--- config.mk ---
export PLATFORM = sky130hd
export DESIGN_NAME = inst_loader
export DESIGN_NICKNAME = d
export VERILOG_FILES = /design/src/rtl/inst_loader_pkg.sv /design/src/rtl/axis_word_packer.sv /design/src/rtl/inst_loader.sv
export SDC_FILE = /design/constraint.sdc
export NUM_CORES = 1
export LEC_CHECK = 0
export CAP_MARGIN = 40
export CORE_UTILIZATION = 40
export DETAILED_ROUTE_END_ITERATION = 10
export GPL_ROUTABILITY_DRIVEN = 1
export MAX_ROUTING_LAYER = met4
export PLACE_DENSITY_LB_ADDON = 0.2
export SYNTH_ARGS = -nofsm -noshare
export SYNTH_HDL_FRONTEND = slang
export SYNTH_SLANG_ARGS = --single-unit
--- constraint.sdc ---
create_clock -name clk -period 6.3 [get_ports clk]
set_clock_uncertainty 0.2 [all_clocks]
set_input_delay 0.945 -clock clk [delete_from_list [all_inputs] [get_ports clk]]
set_output_delay 0.945 -clock clk [all_outputs]
set_load 0.02 [all_outputs]
--- src/rtl/inst_loader_pkg.sv ---
// Shared definitions for the AXI-Stream program loader: loader FSM states
// and the beats-per-word derivation.
package inst_loader_pkg;

    typedef enum logic [1:0] {
        ST_IDLE  = 2'd0,
        ST_BUSY  = 2'd1,
        ST_DRAIN = 2'd2
    } load_state_t;

    function automatic int calc_beats(input int data_width, input int in_width);
        return data_width / in_width;
    endfunction

endpackage

--- src/rtl/axis_word_packer.sv ---
// Packs little-endian stream beats into full instruction words; a word is
// presented (combinationally) on the beat that completes it.
module axis_word_packer
    import inst_loader_pkg::*;
#(
    parameter int DATA_WIDTH = 64,
    parameter int IN_WIDTH   = 32
) (
    input  logic                  clk,
    input  logic                  rst,
    input  logic                  i_beat,
    input  logic [IN_WIDTH-1:0]   i_data,
    input  logic                  i_last,
    output logic [DATA_WIDTH-1:0] o_word,
    output logic                  o_word_valid,
    output logic                  o_last
);

    localparam int BEATS = calc_beats(DATA_WIDTH, IN_WIDTH);
    localparam int CW    = (BEATS > 1) ? $clog2(BEATS) : 1;
    localparam logic [CW-1:0] LAST_BEAT = CW'(BEATS - 1);

    logic [CW-1:0]         r_beat_cnt;
    logic [DATA_WIDTH-1:0] r_pack;
    logic [DATA_WIDTH-1:0] w_word;

    // r_pack only ever holds earlier beats, so unfilled upper lanes stay zero
    always_comb begin
        w_word = r_pack;
        w_word[int'(r_beat_cnt) * IN_WIDTH +: IN_WIDTH] = i_data;
    end

    assign o_word       = w_word;
    assign o_word_valid = i_beat & ((r_beat_cnt == LAST_BEAT) | i_last);
    assign o_last       = i_beat & i_last;

    always_ff @(posedge clk or posedge rst) begin
        if (rst) begin
            r_beat_cnt <= '0;
            r_pack     <= '0;
        end else if (i_beat) begin
            if (o_word_valid) begin
                r_beat_cnt <= '0;
                r_pack     <= '0;
            end else begin
                r_beat_cnt <= r_beat_cnt + 1'b1;
                r_pack     <= w_word;
            end
        end
    end

endmodule

--- src/rtl/inst_loader.sv ---
// AXI-Stream program loader: writes one packet into instruction memory from
// address 0, reporting program length and overflow.
module inst_loader
    import inst_loader_pkg::*;
#(
    parameter int ADDR_WIDTH = 10,
    parameter int DATA_WIDTH = 64,
    parameter int IN_WIDTH   = 32
) (
    input  logic                  clk,
    input  logic                  rst,
    input  logic                  load_en,
    input  logic [IN_WIDTH-1:0]   s_tdata,
    input  logic                  s_tvalid,
    output logic                  s_tready,
    input  logic                  s_tlast,
    output logic [ADDR_WIDTH-1:0] wr_addr,
    output logic [DATA_WIDTH-1:0] wr_data,
    output logic                  wr_en,
    output logic [ADDR_WIDTH:0]   prog_len,
    output logic                  done,
    output logic                  err_overflow
);

    localparam logic [ADDR_WIDTH:0] DEPTH = {1'b1, {ADDR_WIDTH{1'b0}}};

    load_state_t           r_state;
    logic [ADDR_WIDTH:0]   r_word_cnt;
    logic                  w_beat;
    logic [DATA_WIDTH-1:0] w_word;
    logic                  w_word_valid;
    logic                  w_last;
    logic                  w_full;
    logic                  w_write;
    logic                  w_drop;

    assign s_tready = load_en & ~rst;
    assign w_beat   = s_tvalid & s_tready;

    axis_word_packer #(
        .DATA_WIDTH (DATA_WIDTH),
        .IN_WIDTH   (IN_WIDTH)
    ) u_packer (
        .clk          (clk),
        .rst          (rst),
        .i_beat       (w_beat),
        .i_data       (s_tdata),
        .i_last       (s_tlast),
        .o_word       (w_word),
        .o_word_valid (w_word_valid),
        .o_last       (w_last)
    );

    // Once the counter reaches DEPTH further words are dropped, never wrapped
    assign w_full  = (r_word_cnt == DEPTH);
    assign w_write = w_word_valid & (r_state != ST_DRAIN) & ~w_full;
    assign w_drop  = w_word_valid & (r_state != ST_DRAIN) & w_full;

    always_ff @(posedge clk or posedge rst) begin
        if (rst) begin
            r_state      <= ST_IDLE;
            r_word_cnt   <= '0;
            wr_en        <= 1'b0;
            wr_addr      <= '0;
            wr_data      <= '0;
            prog_len     <= '0;
            done         <= 1'b0;
            err_overflow <= 1'b0;
        end else begin
            wr_en <= 1'b0;
            done  <= 1'b0;

            if (w_write) begin
                wr_en      <= 1'b1;
                wr_addr    <= r_word_cnt[ADDR_WIDTH-1:0];
                wr_data    <= w_word;
                r_word_cnt <= r_word_cnt + 1'b1;
            end

            case (r_state)
                ST_IDLE: begin
                    if (w_beat) begin
                        err_overflow <= 1'b0;
                        r_state      <= ST_BUSY;
                    end
                end
                ST_BUSY: begin
                    if (w_drop) begin
                        err_overflow <= 1'b1;
                        r_state      <= ST_DRAIN;
                    end
                end
                ST_DRAIN: begin
                end
                default: r_state <= ST_IDLE;
            endcase

            // tlast ends the packet from any state, overriding the moves above
            if (w_last) begin
                done       <= 1'b1;
                prog_len   <= w_write ? r_word_cnt + 1'b1 : r_word_cnt;
                r_word_cnt <= '0;
                r_state    <= ST_IDLE;
            end
        end
    end

endmodule

# ---- After elaboration in Yosys (flattened, before gate mapping)
# Cells that the tools add are included.
dict set report totals {
  ff_bits 166
  in_bits 37
  out_inout_bits 89
  wordCells 52
}
dict set report classes {
  addsub 3
  n_eq_ne 9
  shift 2
  mux 14
  bitwise_logic 10
  reduce_logical 4
}
# op n
set ops {}
lappend ops {{bitwise mux 64 bit} 1}
lappend ops {{2-to-1 mux 64 bit} 1}
lappend ops {{variable shift 32 x 33 -> 64 bit, first input constant} 1}
lappend ops {{variable part select 32 x 33 -> 64 bit} 1}
lappend ops {{negation 6 -> 33 bit} 1}
lappend ops {{2-to-1 mux 11 bit} 2}
lappend ops {{adder 11 x 1 -> 11 bit, second input constant} 1}
lappend ops {{== test 11 bit, second input constant} 1}
lappend ops {{AND 1 bit} 7}
lappend ops {{2-to-1 mux 2 bit} 3}
lappend ops {{case mux 2 bit (3 select lines)} 1}
lappend ops {{AND reduction 3 bit} 2}
lappend ops {{2-to-1 mux 1 bit} 5}
lappend ops {{inequality test 2 x 1 -> 1 bit, second input constant} 2}
lappend ops {{inequality test 2 bit, second input constant} 2}
lappend ops {{inequality test 3 x 1 -> 1 bit, second input constant} 1}
lappend ops {{inequality test 3 x 2 -> 1 bit, second input constant} 1}
lappend ops {{== test 2 x 1 -> 1 bit, second input constant} 1}
lappend ops {{== test 2 bit, second input constant} 1}
lappend ops {{logical NOT 2 bit} 1}
lappend ops {{inverter 1 bit} 2}
lappend ops {{case mux 1 bit (2 select lines)} 1}
lappend ops {{nonzero test 2 bit} 1}
lappend ops {{adder 1 bit, second input constant} 1}
lappend ops {{bitwise OR 1 bit} 1}

# ---- Logic depth before layout (Yosys ltp)
dict set report logic_depth {
  ltp_word 9
  ltp_mapped 9
  ltp_nobuf 7
}

# ---- Hierarchy
# A second synthesis with hierarchy kept.
dict set report hier_totals {
  cells_unflattened 576
  hier_area_um2 7598.5
}
# mod n_inst cells_each area_per_inst_um2 seq_area_each_um2
set modules_own_cells {}
lappend modules_own_cells {inst_loader 1 291 4013.8 2527.4}
lappend modules_own_cells {axis_word_packer 1 285 3584.7 1626.6}

# ---- Worst setup path after synthesis
# OpenSTA, ideal clock, no wires.
dict set report synth_timing {
  kind {input -> output}
  startpoint {input load_en}
  endpoint {output s_tready}
  arrival_time_ns 1.272
  required_time_ns 5.155
  path_slack_ns 3.883
  cell_stages 1
  n_path_buf 0
  cell_sequence {nor2b_1}
}
dict set report synth_via {
  elab_chain_len 1
}
# element line
set synth_rtl {}
lappend synth_rtl {{start, declared} inst_loader.sv:12} ;# input logic load_en,
lappend synth_rtl {{AND 1 bit} inst_loader.sv:37} ;# assign s_tready = load_en & ~rst;
lappend synth_rtl {{end, declared} inst_loader.sv:15} ;# output logic s_tready,
# No other way between the ends.

# ---- Worst setup path after layout
dict set report layout_timing {
  startpoint {input rst}
  endpoint {register prog_len[2]}
}
dict set report layout_via {
  elab_chain_len 7
  word_cells_on_any_way 8
  classes_between {mux (1); bitwise (7)}
}
# element line
set layout_rtl {}
lappend layout_rtl {{start, declared} inst_loader.sv:11} ;# input logic rst,
lappend layout_rtl {{inverter 1 bit *} inst_loader.sv:37}
lappend layout_rtl {{AND 1 bit *} inst_loader.sv:37}
lappend layout_rtl {{AND 1 bit *} inst_loader.sv:38} ;# assign w_beat = s_tvalid & s_tready;
lappend layout_rtl {{AND 1 bit} axis_word_packer.sv:34} ;# assign o_word_valid = i_beat & ((r_beat_cnt == LAST_BEAT) | i_last);
lappend layout_rtl {{AND 1 bit (2 in a row)} inst_loader.sv:56} ;# assign w_write = w_word_valid & (r_state != ST_DRAIN) & ~w_full;
lappend layout_rtl {{2-to-1 mux 11 bit} n/a}
lappend layout_rtl {{end signal, assigned} inst_loader.sv:101} ;# prog_len <= w_write ? r_word_cnt + 1'b1 : r_word_cnt;
lappend layout_rtl {{end, declared} inst_loader.sv:20} ;# output logic [ADDR_WIDTH:0] prog_len,
# Every way passes the cells marked *; elsewhere a longest branch is shown, timed or not.
# A chain may end at the register's enable or synchronous reset.

==> impl_metrics.csv <==
group,metric,value,unit
placed_design,gp_congestion,0.778,
drt,dr.pass1.iters,7,
layout,n_fill_cell,1478,
synthesis,synth_edf_count,0,
timing,setup_tns,0,ps
synthesis,yosysTopAreaCell,"dfrtp_1",
die,die_h,135,µm
status,run_status,"finished clean",
setup_path,rrSetupSlack,3400,ps
synthesis,synthCells,645,
clock_network,htree_num_levels,4,
setup_path,start_kind,"input port",
synthesis,synth_ff_type,"dfrtp_1",
synthesis,yosys-top-cells-count,"dfrtp_1 (166), a21oi_1 (139), nand2_1 (68)",
layout,syn_to_final_growth,30.1,%
timing,setup_viol,0,
clock_network,cts.sinks,166,
timing,fin_crit,3380,ps
min_path,hold_start,"u_packer.r_pack[7]$_DFFE_PP0P_",
synthesis,yosysMostFrequentCell,"dfrtp_1",
drt,route.detailed.drc,0,
setup_path,r2r-start,"r_word_cnt[0]$_DFF_PP0_",
setup_path,path_buf_inv,2,
die,core,17200,µm²
drt,viasPerCell,5.32,
drt,routed_wl,17600,µm
setup_path,crit_chain,"clkdlybuf4s50_1, nand3b_4, nor3_4, buf_4, a31o_2, a31oi_1",
grt,gr-usage-met3,4.92,%
grt,grt_usage,21.1,%
clock_network,post_cts_resized,0,
timing,timing.final.ws_setup,2920,ps
min_path,hold_depth,2,
clock_network,insertion_delay,430,ps
placed_design,numPortBuffers,125,
synthesis,synthTopCellsByArea,"dfrtp_1 (59%), a21oi_1 (9.9%), mux2i_1 (9.1%), nand2_1 (3.6%), nor2b_1 (3.3%)",
setup_path,ff2ff_path_depth,8,
clock_network,ctsLongestPathBuffers,2,
pwr,p_per_area,372,nW/µm²
grt,grt_use_met2,31.9,%
grt,grt_pass1_wl,28500,µm
min_path,min_to,"u_packer.r_pack[7]$_DFFE_PP0P_",
timing,grt_setup_unrepaired,"false",
clock_network,clk_pin_slew,60,ps
synthesis,synth.avg_cell_area,10.9,µm²
die,start_util,40.8,%
placed_design,dp_hpwl,10900,µm
setup_path,crit_arrival,3470,ps
clock_network,cts_buffers,17,
timing,fin_crit_sh,53.7,%
job,drv_cap,0,
grt,gr-total-overflow,0,
layout,drive_above_1_share,8.52,%
setup_path,max_stage_delay,680,ps
drt,route.antenna.remaining_nets,0,
setup_path,crit_fanout,70,
pwr,p_leak,4.04,nW
die,rows,48,
grt,grt.busiest_layer,"met2",
setup_path,critPathKind,"in -> reg",
drt,drt_iter0_markers,311,
clock_network,cts-root-buf,"clkbuf_16",
layout,antenna_cells,0,
timing,slew_headroom,46.0,%
clock_network,hold_buffers,0,
timing,worst_pin_slew,810,ps
setup_path,slowest_stage,"buf_4",
synthesis,ys.warnings.count,0,
synthesis,ys_seq_area_share,59.1,%
synthesis,synthesis.area,7030,µm²
setup_path,path_delay_family,"buffers and inverters",
pwr,peakVddDrop,234,µV
clock_network,cts_tree,"yes",
drt,vias,5261,
grt,grt_pass1_vias,5315,
placed_design,dp.cells,956,
setup_path,r2r-end,"wr_data[17]$_DFFE_PP0P_",
drt,wl_per_cell,17.8,µm
grt,use_met1,27.9,%
timing,fmax,0.296,GHz
setup_path,required,6390,ps
clock_network,post_cts_buffers,0,
min_path,hp-class,"reg -> reg",
grt,antenna_found_initial,0,
layout,utilization,53.1,%
layout,stdcell_count,988,
setup_path,setup.worst_path.end_class,"flop",
die,die-area,18100,µm²
synthesis,async_flop_share,100,%
synthesis,synth_fp_nets,684,
synthesis,synth_top_area_share,59.1,%
timing,slew_viol_final,0,
pwr,power,3.40,mW
placed_design,post-place-ws,2440,ps
synthesis,ys_ff_latch,166,
die,ios,126,
grt,grt_max_degree,85,
timing,finalHoldViolations,0,
layout,nNetsFinal,789,
die,die_w,135,µm
synthesis,yosysUniqueCellTypes,42,
-- power breakdown --
part           internal (mW)  switching (mW)  leakage, nW
sequential              1.25           0.136         2.10
combinational          0.435           0.483         1.64
clock                  0.666           0.428        0.305
total                   2.35            1.05         4.04
-- cell families (layout without fill, tap and decap cells) --
| logic type | Yosys count | count (layout) | synth area share (%) |
|---|---|---|---|
| compound gates | 166 | 166 | 12.4 |
| mux | 71 | 71 | 10.2 |
| flops | 166 | 166 | 59.1 |
| simple gates | 185 | 185 | 14.1 |
| fa+ha+maj | 2 | 2 | 0.356 |
| xor+xnor | 1 | 1 | 0.125 |
| buf+inv | 54 | 172 | 3.67 |
-- state kept, by name, summed over array words and instances, names as in the netlist --
name and cells:
done 1, err_overflow 1, prog_len 11, r_state 2, r_word_cnt 11, u_packer.r_beat_cnt 1, u_packer.r_pack 64, wr_addr 10
wr_data 64, wr_en 1
-- worst max-delay path by stage --
| stage | depth (start not counted) | to | startpoint | slack (ps) |
|---|---|---|---|---|
| after floorplan | 1 | done$_DFF_PP0_ | rst | 660 |
| after global placement | 6 | wr_addr[5]$_DFFE_PP0P_ | rst | 2010 |
| after detailed placement | 7 | wr_data[17]$_DFFE_PP0P_ | rst | 2440 |
| after CTS | 7 | wr_data[11]$_DFFE_PP0P_ | rst | 2890 |
| after global routing | 6 | prog_len[2]$_DFFE_PP0P_ | rst | 2720 |
| final | 6 | prog_len[2]$_DFFE_PP0P_ | rst | 2920 |
-- layout by cell type (no fill, tap or decap), types with 4 or more instances in the layout --
cell             instances
inv_1                    4
clkbuf_16               17
clkbuf_8                 4
o21ai_0                  8
nand3_1                 36
a31oi_1                 10
a21oi_1                139
clkdlybuf4s50_1        125
nand4_1                  5
dfrtp_1                165
nor2b_1                 37
mux2_2                   7
mux2i_1                 64
nand2_1                 68
buf_16                   4
or3_1                    4
nor2_1                  14
-- routing by layer --
metal  vias up  part of all wire [%]
li1       2466                     -
met1      2630                    47
met2       147                    47
met3        18                   4.6
met4         0                   1.7
met5         -                     0
-- worst register-to-register path, stage by stage, from the launching register on --
cell and delay [ps]:
dfrtp_1 430, inv_1 100, ha_1 140, nor2b_1 240, nand4_4 610, nand2_4 320, inv_2 290, buf_12 280
a21oi_1 200
-- per-stage QoR --
stage                     hold slack [ps]  instance area, µm²
final                                 268                9150
after global routing                  280                9150
after CTS                             270                9150
after detailed placement              255                8520
after global placement                248                8370
after floorplan                       238                7030
-- layout make-up --
cell class / count / area (µm²) / area share, %
multi-input cells: 425 / 2630 / 28.8
well taps: 225 / 282 / 3.08
flip-flops and latches: 166 / 4160 / 45.4
clock buffers: 21 / 480 / 5.25
inverters: 6 / 27.5 / 0.301
repair buffers: 134 / 1420 / 15.6
clock inverters: 11 / 146 / 1.60
No activity file was read; power rests on OpenSTA's default activity.
